## src/rtl/code_decoder_3to8_seq_pkg.sv

```systemverilog
`default_nettype none
// ============================================================================
// Module      : code_decoder_3to8_seq_pkg
// Description : Shared types and helpers for the sequential 3-to-8 decoder.
//               - state_e  : FSM encoding (IDLE / DRIVE / GAP)
//               - onehot8  : 3-bit binary code -> 8-bit one-hot line
// Revision    : 1.0 - initial release
// ============================================================================
package code_decoder_3to8_seq_pkg;

  typedef enum logic [1:0] {
    IDLE  = 2'd0,
    DRIVE = 2'd1,
    GAP   = 2'd2
  } state_e;

  function automatic logic [7:0] onehot8(input logic [2:0] code);
    onehot8 = 8'b0000_0001 << code;
  endfunction

endpackage
`default_nettype wire

```

## src/rtl/code_decoder_3to8_seq.sv

```systemverilog
`default_nettype none
// ============================================================================
// Module      : code_decoder_3to8_seq
// Description : Sequential 3-to-8 decoder. Accepts 3-bit codes over a
//               valid/ready handshake, drives the matching one-hot line of
//               d_out for HOLD_CYCLES clocks, then forces GAP_CYCLES all-zero
//               clocks before the next code. A one-entry buffer lets the
//               source hand over the next code while the current one drives.
// Ports       : clk        - rising-edge clock
//               rst_n      - asynchronous active-low reset
//               in_valid   - in_code is valid
//               in_ready   - block can accept a code this cycle
//               in_code    - binary code 0..7
//               abort      - synchronous flush of FSM and buffer
//               d_out      - registered one-hot output (bit k for code k)
//               done       - one-cycle pulse when a drive window ends
//               busy       - FSM not idle or buffer occupied
//               dec_count  - codes fully driven, wraps modulo 2^CNT_W
// Revision    : 1.0 - initial release
// ============================================================================
module code_decoder_3to8_seq
  import code_decoder_3to8_seq_pkg::*;
#(
  parameter int HOLD_CYCLES = 4,
  parameter int GAP_CYCLES  = 1,
  parameter int CNT_W       = 16
) (
  input  logic             clk,
  input  logic             rst_n,
  input  logic             in_valid,
  output logic             in_ready,
  input  logic [2:0]       in_code,
  input  logic             abort,
  output logic [7:0]       d_out,
  output logic             done,
  output logic             busy,
  output logic [CNT_W-1:0] dec_count
);

  localparam int c_cnt_max = (HOLD_CYCLES > GAP_CYCLES) ? HOLD_CYCLES : GAP_CYCLES;
  localparam int c_cnt_w   = $clog2(c_cnt_max + 1);
  localparam logic [c_cnt_w-1:0] c_hold_load = c_cnt_w'(HOLD_CYCLES - 1);
  localparam logic [c_cnt_w-1:0] c_gap_load  =
      (GAP_CYCLES > 0) ? c_cnt_w'(GAP_CYCLES - 1) : '0;

  if (HOLD_CYCLES < 1 || GAP_CYCLES < 0) begin : g_param_check
    $fatal(1, "code_decoder_3to8_seq: HOLD_CYCLES must be >= 1 and GAP_CYCLES >= 0");
  end

  state_e             state_q, state_d;
  logic [c_cnt_w-1:0] cnt_q, cnt_d;
  logic [7:0]         d_out_q, d_out_d;
  logic               done_q, done_d;
  logic [CNT_W-1:0]   dec_count_q, dec_count_d;
  logic               buf_valid_q, buf_valid_d;
  logic [2:0]         buf_code_q, buf_code_d;
  // Holds in_ready low until the first clock edge after reset release.
  logic               ready_en_q;

  logic w_accept;
  logic w_load_next;
  logic w_park;

  assign in_ready = ready_en_q && !buf_valid_q && !abort;
  assign w_accept = in_valid && in_ready;

  always_comb begin
    state_d     = state_q;
    cnt_d       = cnt_q;
    d_out_d     = d_out_q;
    done_d      = 1'b0;
    dec_count_d = dec_count_q;
    buf_valid_d = buf_valid_q;
    buf_code_d  = buf_code_q;
    w_load_next = 1'b0;
    w_park      = 1'b0;

    if (abort) begin
      // Flush everything; a simultaneous accept cannot happen since
      // in_ready is forced low by abort.
      state_d     = IDLE;
      cnt_d       = '0;
      d_out_d     = '0;
      buf_valid_d = 1'b0;
    end else begin
      unique case (state_q)
        IDLE: begin
          if (w_accept) begin
            state_d = DRIVE;
            d_out_d = onehot8(in_code);
            cnt_d   = c_hold_load;
          end
        end
        DRIVE: begin
          if (cnt_q == '0) begin
            d_out_d     = '0;
            done_d      = 1'b1;
            dec_count_d = dec_count_q + 1'b1;
            if (GAP_CYCLES > 0) begin
              state_d = GAP;
              cnt_d   = c_gap_load;
              w_park  = w_accept;
            end else begin
              w_load_next = 1'b1;
            end
          end else begin
            cnt_d  = cnt_q - 1'b1;
            w_park = w_accept;
          end
        end
        GAP: begin
          if (cnt_q == '0) begin
            w_load_next = 1'b1;
          end else begin
            cnt_d  = cnt_q - 1'b1;
            w_park = w_accept;
          end
        end
        default: begin
          state_d = IDLE;
          d_out_d = '0;
        end
      endcase

      // End of a window (or gap): buffered code wins over a fresh accept.
      if (w_load_next) begin
        if (buf_valid_q) begin
          state_d     = DRIVE;
          d_out_d     = onehot8(buf_code_q);
          cnt_d       = c_hold_load;
          buf_valid_d = 1'b0;
        end else if (w_accept) begin
          state_d = DRIVE;
          d_out_d = onehot8(in_code);
          cnt_d   = c_hold_load;
        end else begin
          state_d = IDLE;
          d_out_d = '0;
        end
      end

      // Code accepted while the FSM is occupied waits in the buffer.
      if (w_park) begin
        buf_valid_d = 1'b1;
        buf_code_d  = in_code;
      end
    end
  end

  always_ff @(posedge clk or negedge rst_n) begin
    if (!rst_n) begin
      state_q     <= IDLE;
      cnt_q       <= '0;
      d_out_q     <= '0;
      done_q      <= 1'b0;
      dec_count_q <= '0;
      buf_valid_q <= 1'b0;
      buf_code_q  <= '0;
      ready_en_q  <= 1'b0;
    end else begin
      state_q     <= state_d;
      cnt_q       <= cnt_d;
      d_out_q     <= d_out_d;
      done_q      <= done_d;
      dec_count_q <= dec_count_d;
      buf_valid_q <= buf_valid_d;
      buf_code_q  <= buf_code_d;
      ready_en_q  <= 1'b1;
    end
  end

  assign d_out     = d_out_q;
  assign done      = done_q;
  assign busy      = (state_q != IDLE) || buf_valid_q;
  assign dec_count = dec_count_q;

endmodule
`default_nettype wire

```

## config.mk

```make
export PLATFORM = sky130hd
export DESIGN_NAME = code_decoder_3to8_seq
export DESIGN_NICKNAME = d
export VERILOG_FILES = /design/src/rtl/code_decoder_3to8_seq_pkg.sv /design/src/rtl/code_decoder_3to8_seq.sv
export SDC_FILE = /design/constraint.sdc
export NUM_CORES = 1
export LEC_CHECK = 0
export CAP_MARGIN = 20
export CORE_MARGIN = 4
export CORE_UTILIZATION = 50
export DETAILED_ROUTE_END_ITERATION = 10
export PLACE_DENSITY = 0.75
export RECOVER_POWER = 50
export SLEW_MARGIN = 20
export SYNTH_ARGS = -nofsm -noshare
export SYNTH_HDL_FRONTEND = slang
export SYNTH_SLANG_ARGS = --single-unit
```

## constraint.sdc

```tcl
create_clock -name clk -period 2.9 [get_ports clk]
set_clock_uncertainty 0.15 [all_clocks]
set_input_delay 0.725 -clock clk [delete_from_list [all_inputs] [get_ports clk]]
set_output_delay 0.725 -clock clk [all_outputs]
set_load 0.05 [all_outputs]
```

Word level (Yosys, flattened, before mapping)
Index checks and enable logic that the tools add are counted.

storage, ports and cells
  register bits after elaboration = 35
  bits of input ports = 7
  output and inout port bits = 27
  word-level logic and storage cells = 64

operators by class
  $add $sub $neg = 2
  equality and inequality tests = 5
  shift operators = 2
  multiplexer cells = 33
  bitwise logic cells = 1
  reduce and logical (&&, ||, !) cells = 13

operators by type and width
  cell                     count
  $mux W8                  6
  $pmux W8 S3              1
  $mux W3                  7
  $add A16 B1 Y16 const B  1
  $shl A1 B3 Y8 const A    2
  $mux W1                  12
  $pmux W3 S3              1
  $mux W2                  4
  $ne A4 B4 Y1 const B     2
  $pmux W2 S3              1
  $reduce_and A3 Y1        2
  $logic_and A1 B1 Y1      3
  $logic_not A3 Y1         1
  $ne A3 B3 Y1 const B     1
  $reduce_bool A3 Y1       1
  $sub A3 B1 Y3 const B    1
  $eq A2 B1 Y1 const B     1
  $eq A2 B2 Y1 const B     1
  $logic_not A1 Y1         2
  $logic_not A2 Y1         1
  $pmux W1 S2              1
  $reduce_and A2 Y1        1
  $reduce_bool A2 Y1       1
  $logic_or A1 B1 Y1       1
  $not A1 Y1               1

Depth between registers and ports, before layout
  word-level depth = 10
  depth in mapped cells = 9
  depth with buffers taken out = 9

Worst setup path after synthesis
OpenSTA, ideal clock, no wires.

  path type = input -> output
  start = input port abort
  end = output port in_ready
  arrival = 2.057 ns
  required time = 2.025 ns
  path slack = -0.032 ns
  cell stages on the path = 2
  path buffers = 1
  cells stage by stage = buf_2 > nor3b_1

on the way
  word-level cells in the longest chain between the ends = 2

RTL lines
  item                 RTL line                     RTL
  from (decl)          code_decoder_3to8_seq.sv:33  input logic abort,
  $logic_not A1 Y1     code_decoder_3to8_seq.sv:64  assign in_ready = ready_en_q && !buf_valid_q && !abort;
  $logic_and A1 B1 Y1  code_decoder_3to8_seq.sv:64
  to (decl)            code_decoder_3to8_seq.sv:31  output logic in_ready,

Every way passes these cells.

Worst setup path in the final report
  start = input port abort
  end = register dec_count_q[14] (netlist: dec_count[14])

on the way
  word-level cells in the longest chain between the ends = 2

RTL lines
  item                         RTL line                      RTL
  $not A1 Y1 (no line)         --
  $reduce_and A3 Y1 (no line)  --
  to (signal assigned)         code_decoder_3to8_seq.sv:165  dec_count_q <= dec_count_d;
  to (decl)                    code_decoder_3to8_seq.sv:54   logic [CNT_W-1:0] dec_count_q, dec_count_d;

Every way passes these cells.
A chain may end at the register's enable or synchronous reset.

==> reports/qor.csv <==
stage,metric,value,unit
run_status,status,finished clean,
min_path,holdPathStages,1,
logic_synthesis,ys.flop_type,dfrtp_1,
power_and_ir_drop,power_frac_comb,36.9,%
min_path,hold-path-endpoint,dec_count[15],
cells_and_area,fin_area,2490,µm²
cells_and_area,final_util,66.4,%
sta,drv_slew,0,
floorplan,ios,34,
sta,whs,0.338,ns
detailed_routing,final_antenna_net_count,0,
sta,relSlewSlack,43.5,%
critical_path,rr_startpoint,cnt_q[0],
global_routing,antenna_found_initial,0,
critical_path,crit_fanout,8,
logic_synthesis,synthTopCellsByArea,"dfrtp_1, ha_1, xnor2_1",
critical_path,r2r_slack,0.75,ns
logic_synthesis,synth.most_common_cell,dfrtp_1,
clock_tree,cts.sinks,35,
run,drv_cap,0,
logic_synthesis,synth_area,1970,µm²
clock_tree,cts_buffers,5,
logic_synthesis,synth_cell_types,46,
cells_and_area,drive_gt1_share,8.37,%
critical_path,cp.arrival,2.57,ns
power_and_ir_drop,switching_share,39.1,%
detailed_routing,wirelength,4130,µm
logic_synthesis,yosys.area_share.simple,22.9,%
logic_synthesis,syn_avg_cell_area,9.90,µm²
floorplan,fp.dieW,70.8,µm
clock_tree,clkTransAtPathRegs,0.07,ns
logic_synthesis,synth_fa_ha_area_share,5.72,%
power_and_ir_drop,intPower,1.06,mW
logic_synthesis,yosysWarnings,0,
critical_path,r2r_cells,9,
floorplan,core_area,3740,µm²
min_path,worstHoldStart,dec_count[15],
detailed_routing,drt-pass1-iter-count,4,
power_and_ir_drop,power_density,698,nW/µm²
clock_tree,cts_buffer_depth,2,
clock_tree,clk-insertion-delay-late,0.29,ns
critical_path,reg2reg_to,cnt_q[0],
logic_synthesis,synth_edf_count,0,
place,gp_congestion,0.814,
detailed_routing,viasPerCell,5.60,
detailed_routing,wl_per_cell,14.4,µm
detailed_routing,vias,1608,
logic_synthesis,synth_top_area_share,44.5,%
power_and_ir_drop,seq_power_share,37.7,%
global_routing,grt_pass1_vias,1593,
power_and_ir_drop,power_switching,0.679,mW
sta,period_minus_slack,2.53,ns
sta,rsz0062_at_grt,no,
sta,worst-slew-pin-transition,0.847,ns
sta,setup_viol,0,
clock_tree,htreeDepth,2,
cells_and_area,area_growth_syn_to_layout,26.3,%
global_routing,grt.total_usage,18.4,%
cells_and_area,finalNetCount,254,
logic_synthesis,yosysSeqAreaShare,44.5,%
clock_tree,cts_hold_buffers,0,
logic_synthesis,syn_inst,199,
detailed_routing,drc,0,
logic_synthesis,synth_common_cells,"dfrtp_1, nand2_1, nor2_1, xnor2_1, inv_1",
logic_synthesis,synth_seq_cells,35,
critical_path,required,2.93,ns
global_routing,grt_max_degree,36,
global_routing,gr-total-overflow,0,
logic_synthesis,synth-xor-area-share,6.67,%
critical_path,path_class,in -> reg,
place,io_buffers,33,
logic_synthesis,synth_top_family_by_area,simple AND/OR/NAND/NOR gates,
cells_and_area,antenna_cells,0,
logic_synthesis,yosysTopAreaCell,dfrtp_1,
sta,finalHoldViolCount,0,
sta,post-route-period-util,87.4,%
detailed_routing,drt_iter0_drc,52,
clock_tree,cts_tree,yes,
logic_synthesis,synth_compound_area_share,14.2,%
floorplan,initial_core_util,52.6,%
critical_path,end_kind,register,
sta,max_freq,395,MHz
place,placed_cell_area,2390,µm²
min_path,hp-class,reg -> reg,
logic_synthesis,synth.area.mux_share,2.22,%
logic_synthesis,synth_async_sr_flop_share,100,%
global_routing,grt_pass1_wl,7420,µm
logic_synthesis,syn_nets,215,
floorplan,die-area,5010,µm²
power_and_ir_drop,clkPwrFrac,25.4,%
floorplan,die_height,70.8,µm
power_and_ir_drop,p_leak,1.09,nW
place,dp_hpwl,3020,µm
clock_tree,cts-resized-gates,0,
floorplan,fp-row-count,22,
power_and_ir_drop,ir_worst_vdd,0.000393,V
clock_tree,cts_root_buffer,clkbuf_8,
critical_path,start_kind,input pin,
sta,setup_tns,0,ns
clock_tree,cts_setup_buffers,0,
[power by group through the flow]
stage / logic [mW] / registers, mW / clock network (mW)
after floorplan: 0.346 / 0.761 / 0
after global placement: 0.644 / 0.661 / 0
after detailed placement: 0.646 / 0.662 / 0
after CTS: 0.652 / 0.654 / 0.453
after global routing: 0.710 / 0.673 / 0.471
final: 0.642 / 0.654 / 0.441
[cell type report]
type                            count  area, µm²
Fill cell                         318       1260
Sequential cell                    35        876
Tap cell                           48       60.1
Inverter                           11       41.3
Clock buffer                        5       68.8
Timing Repair Buffer               39        369
Multi-Input combinational cell    146       1030
Clock inverter                      3       43.8
[sequential cells by signal (all words and copies together) (netlist names)]
signal       flops
state_q          2
done             1
dec_count       16
ready_en_q       1
cnt_q            3
buf_valid_q      1
d_out            8
buf_code_q       3
[through the flow]
step	std cells	setup WS (ns)	power (mW)
6_report	287	0.367	1.74
3_3_place_gp	279	0.260	1.30
2_1_floorplan	199	0.457	1.11
4_1_cts	287	0.386	1.76
5_1_grt	287	0.210	1.85
3_5_place_dp	279	0.173	1.31
[cell usage in the layout (no fill, tap or decap), drive strengths merged, types with 9 or more instances in the layout]
master,netlist,layout
ha,9,9
clkdlybuf4s50,0,30
nand2,20,20
nor2,11,11
nand3,9,9
clkbuf,5,9
inv,11,11
xnor2,11,11
dfrtp,35,35
a21oi,9,9
[cells by family after synthesis]
family / Yosys count
other: 1
buffers and inverters: 18
AND/OR/NAND/NOR: 78
adder cells (fa/ha/maj): 9
AO/OA/AOI/OAI: 39
XOR/XNOR: 15
flip-flops: 35
multiplexers: 4
[critical path: stages]
cell,delay [ns]
clkdlybuf4s50_1,0.46
clkbuf_1,0.19
nand4bb_1,0.21
clkbuf_1,0.26
nor4_1,0.47
nand2_1,0.13
xnor2_1,0.14
[metal layers]
metal	GRT usage [%]	vias up	share of wire, %
met3	4.83	6	3.6
met4	6.68	0	1.4
li1	-	789	-
met2	27.9	32	46
met1	25.4	781	49
met5	0	-	0
[worst max path at each step]
stage / startpoint / endpoint / slack [ns] / cells after the start
final: abort / dec_count[14] / 0.37 / 7
after global routing: abort / dec_count[12] / 0.21 / 7
after CTS: abort / in_ready / 0.39 / 3
after detailed placement: abort / dec_count[12] / 0.17 / 7
after global placement: abort / dec_count[9] / 0.26 / 7
after floorplan: abort / in_ready / 0.46 / 2
Power figures use the tool's default switching activity.
